--- config.mk ---
export PLATFORM = sky130hd
export DESIGN_NAME = updown_counter
export DESIGN_NICKNAME = d
export VERILOG_FILES = /design/src/rtl/updown_counter.sv
export SDC_FILE = /design/constraint.sdc
export NUM_CORES = 1
export LEC_CHECK = 0
export ABC_AREA = 1
export CORE_AREA = 2 2 39 41
export CTS_BUF_LIST = sky130_fd_sc_hd__clkbuf_8
export CTS_CLUSTER_DIAMETER = 30
export DETAILED_ROUTE_END_ITERATION = 10
export DIE_AREA = 0 0 41 43
export GPL_ROUTABILITY_DRIVEN = 0
export GPL_TIMING_DRIVEN = 0
export PLACE_DENSITY = 0.51
export REMOVE_ABC_BUFFERS = 1
export SLEW_MARGIN = 20
export SYNTH_ARGS = -nofsm -noshare
export SYNTH_HDL_FRONTEND = slang
export SYNTH_SLANG_ARGS = --single-unit
export TNS_END_PERCENT = 10
--- constraint.sdc ---
create_clock -name clock -period 1.6 [get_ports clock]
set_clock_uncertainty 0.2 [all_clocks]
set_input_delay 0.24 -clock clock [delete_from_list [all_inputs] [get_ports clock]]
set_output_delay 0.24 -clock clock [all_outputs]
set_load 0.05 [all_outputs]
--- src/rtl/updown_counter.sv ---
// Up/down counter with a programmable terminal value, wrap or saturate at the boundaries, a zero flag and a terminal-count pulse.
// The parallel load (load/load_value) is compiled only when UPDOWN_COUNTER_LOAD_EN is defined.
module updown_counter #(
  parameter int              WIDTH     = 4,
  parameter logic [WIDTH-1:0] MAX_VALUE = {WIDTH{1'b1}},
  parameter bit              SATURATE  = 1'b0
) (
  input  logic             clock,
  input  logic             reset_n,
  input  logic             enable,
  input  logic             up_down,
  input  logic             load,
  input  logic [WIDTH-1:0] load_value,
  output logic [WIDTH-1:0] count,
  output logic             z_flag,
  output logic             tc
);

  logic [WIDTH-1:0] count_q, count_d;
  logic             tc_q, tc_d;
  logic             load_active;
  logic [WIDTH-1:0] load_clamped;

`ifdef UPDOWN_COUNTER_LOAD_EN
  assign load_active  = load;
  // A load above the terminal value must not leave the counter out of range
  assign load_clamped = (load_value > MAX_VALUE) ? MAX_VALUE : load_value;
`else
  logic unused_load_inputs;
  assign unused_load_inputs = ^{load, load_value};
  assign load_active        = 1'b0;
  assign load_clamped       = '0;
`endif

  always_comb begin
    count_d = count_q;
    tc_d    = 1'b0;
    if (load_active) begin
      count_d = load_clamped;
    end else if (enable) begin
      if (up_down) begin
        if (count_q == MAX_VALUE) begin
          tc_d    = 1'b1;
          count_d = SATURATE ? MAX_VALUE : '0;
        end else begin
          count_d = count_q + WIDTH'(1);
        end
      end else begin
        if (count_q == '0) begin
          tc_d    = 1'b1;
          count_d = SATURATE ? '0 : MAX_VALUE;
        end else begin
          count_d = count_q - WIDTH'(1);
        end
      end
    end
  end

  always_ff @(posedge clock or negedge reset_n) begin
    if (!reset_n) begin
      count_q <= '0;
      tc_q    <= 1'b0;
    end else begin
      count_q <= count_d;
      tc_q    <= tc_d;
    end
  end

  assign count  = count_q;
  assign tc     = tc_q;
  assign z_flag = (count_q == '0);

endmodule

After elaboration in Yosys (flattened, before gate mapping)
Index checks and enable logic that the tools add are counted.
Word-level totals
  bits in registers: 5
  input bits: 9
  output and inout bits: 6
  logic and storage cells: 13
Operators by class
  $add $sub $neg: 2
  equal/unequal tests: 1
  multiplexer cells: 7
  reduce and logical (&&, ||, !) cells: 1
Operators with widths (number)
  4-bit two-way mux: 3
  4-bit by 1-bit adder with 4-bit output, second input constant: 1
  4-bit == test, second input constant: 1
  4-bit logical NOT: 1
  1-bit two-way mux: 4
  4-bit by 1-bit subtractor with 4-bit output, second input constant: 1

Logic depth before layout (Yosys ltp)
  depth in word-level cells: 4
  depth in mapped cells: 8
  gate-level depth less buffers: 8

Worst setup path after synthesis
OpenSTA, ideal clock, no wires.
  kind: flip-flop to flip-flop
  start: register count_q[0] (netlist: count[0])
  end: register count_q[0] (netlist: count[0])
  setup time: 75 ps
  arrival time: 1759 ps
  data required time: 1325 ps
  path slack: -433 ps
  stages on the path, launching flop included: 9
  path buffers: 0
  period minus slack after synthesis: 2033 ps
  cells stage by stage: dfrtp_1 inv_1 ha_1 inv_1 nor3_4 nand2_2 nand2_1 nand3_1 o21ai_2
Between the ends
  longest elaborated chain between the ends: 3
  elaborated cells on any way between the ends: 7
  those cells by class: add/sub (2); eq/ne (1); mux (3); reduce/logical (1)
RTL lines
  start, declared: line 19  | logic [WIDTH-1:0] count_q, count_d;
  start signal, assigned: line 64  | count_q <= count_d;
  4-bit logical NOT
  via z_flag: line 15  | output logic z_flag,
  4-bit two-way mux: line 49  | if (count_q == '0) begin
  4-bit two-way mux: line 41  | if (up_down) begin
The timed path passes the listed nets, and every way through them passes these cells.
A chain may end at the register's enable or synchronous reset.

Worst setup path in the final report
  start: register count_q[1] (netlist: count[1])
  end: output port z_flag
Between the ends
  longest elaborated chain between the ends: 1
RTL lines
  4-bit logical NOT: line 71  | assign z_flag = (count_q == '0);
  end, declared: line 15
No other way between the ends.

==> metrics.yaml <==
run_status: "finished, violations left"
failed_checks: "negative setup slack"
leakage_nw: 0.256
nets: 71
finalSetupViolations: 2
max_cap_violations: 0
root_buffer: "clkbuf_8"
hold_buffers: 0
nFillCells: 152
post-route-min-period_ns: 1.73
critical_path.max_fanout: 6
clock-sinks: 5
drtIter0Drc: 6
ir_worst_vdd_uv: 852
cts_tree: "done"
antenna_found_initial: 0
die_y_um: 43
layout_common_cells: "nand2_1 (13), inv_1 (5), inv_2 (4), nand3_1 (4), dfrtp_1 (4)"
synth_area_um2: 347
diodes: 0
max_slew_margin: 0.680
cts_made_buffers: 3
ys_seq_elements: 5
synth-seq-area-share: 0.361
place_ws_ns: -0.626
track_usage: 0.108
synth_top_family_by_area: "simple AND/OR/NAND/NOR gates"
yosysUniqueCellTypes: 16
stdcell_count: 75
drt.antenna.violating_nets: 0
setup_ws_ns: -0.131
portBuffers: 9
max_freq_mhz: 578
wl_per_cell_um: 10.2
min_period_over_period: 1.08
drc: 0
grt_max_degree: 9
die_w_um: 41
drive_gt1_frac: 0.322
via_per_inst: 4.35
synth_mux_area_frac: 0
htreeDepth: 1
synth_top_area_frac: 0.361
synth_top_area_cell: "dfrtp_1"
ys.warnings.count: 0
ff2ff_setup_slack_ns: 0.10
grt_first_pass_wirelength_mm: 1.20
maxSlewViolCount: 0
hold_violations: 0
syn_to_final_growth_pct: 44.8
grt_pass1_vias: 276
vias: 326
die_area_um2: 1760
cp-start-kind: "flop"
initial_core_util: 0.250
clk_latency_ns: 0.22
synth_cells: 45
synth-simple-area-share: 0.292
cp_data_arrival_time_ns: 1.29
dr.pass1.iters: 4
synth_area_per_cell_um2: 7.70
grt_overflow: 0
num_rows: 14
layout_commonest_cell: "nand2_1"
routed_wl_um: 763
p_total_mw: 1.09
power_density_nw_per_um2: 2170
critPathKind: "flop to output pin"
hold_slack_ns: 0.0392
worstMarginPinSlew_ns: 0.482
cp_data_required_time_ns: 1.16
synth_area_leaders: "dfrtp_1 (36%), nand2_1 (14%), ha_1 (7.2%)"
synthXorXnorAreaFrac: 0.0505
core_um2: 1380
hpwl_um: 556
synth-compound-area-share: 0.105
io_pins: 15
dp_cells: 69
grt_setup_unrepaired: "true"
synthAdderAreaFrac: 0.0722
end_kind: "output pin"
clock_path_buffers: 2
hold_class: "input pin to asynchronous set/reset pin"
clk_pin_slew_worst_paths_ns: 0.04
## stage by stage
stage	setup TNS [ns]	cell area (µm²)	util
CTS	-0.327	504	0.364
finish	-0.142	502	0.363
global placement	-1.28	445	0.322
global route	-0.287	502	0.363
floorplan	-1.57	335	-
detailed placement	-1.26	445	0.322
## flip-flops by register name, summed over array words and instances, names as in the netlist
name   count
count      4
tc         1
## kinds of logic (layout without fill, tap and decap cells)
family | after synthesis | count (layout)
buffers and inverters | 9 | 23
DFF | 5 | 5
and+or+nand+nor | 21 | 21
xor gates and xnor gates | 2 | 2
AOI/OAI and AO/OA | 6 | 6
adders and majority gates | 2 | 2
## cells in the mapped netlist
library cell	n
o21ai_2	1
inv_2	2
nor3_4	1
nand2_1	13
a21oi_1	3
dfrtp_1	5
nand4_1	1
inv_1	6
o211ai_1	1
ha_1	2
nor2_1	1
xor2_1	2
buf_6	1
o21ai_1	1
nand3_1	4
nand2_2	1
## worst paths after layout
| check | start | to | cells after the start |
|---|---|---|---|
| max in group asynchronous | reset_n | count[1] | 1 |
| worst min-delay path | reset_n | tc | 1 |
| worst max register to register | count[0] | count[2] | 5 |
| worst min register to register | count[1] | count[1] | 2 |
| worst max-delay path | count[1] | z_flag | 5 |
| min in group clock | count[1] | count[1] | 2 |
## critical path: stages (launching register included)
cell and delay, ns:
dfrtp_2 0.43, inv_1 0.07, ha_2 0.18, inv_2 0.05, nor3_4 0.15, buf_6 0.19
## repair_timing
item,CTS,global route
setup buffers,1,1
endpoints found under the setup margin,6,5
cloned,0,0
hold endpoints to repair,0,0
gates resized for setup,22,2
pin swaps,0,1
## area by class of cell
cell class                      instances  area, µm²  share of cell area
Clock buffer                            3       41.3              0.0823
Clock inverter                          1       3.75             0.00748
Inverter                                8       30.0              0.0599
Multi-Input combinational cell         31        183               0.364
Sequential cell                         5        126               0.252
Tap cell                               16       20.0              0.0399
Timing Repair Buffer                   11       97.6               0.195
## layer usage
layer  part of all wire  vias up  GRT usage  wire [µm]
met5                  0        -          0          0
met4                  0        0     0.0200          0
met3              0.088        0     0.0942         67
met2               0.42       12      0.150        318
met1               0.50      145      0.123        378
li1                   -      169          -          -
## power breakdown
part / switching, mW / internal [mW]
sequential: 0.101 / 0.178
combinational: 0.386 / 0.198
clock: 0.0624 / 0.164
total: 0.549 / 0.540
(Power assumes the default switching activity.)
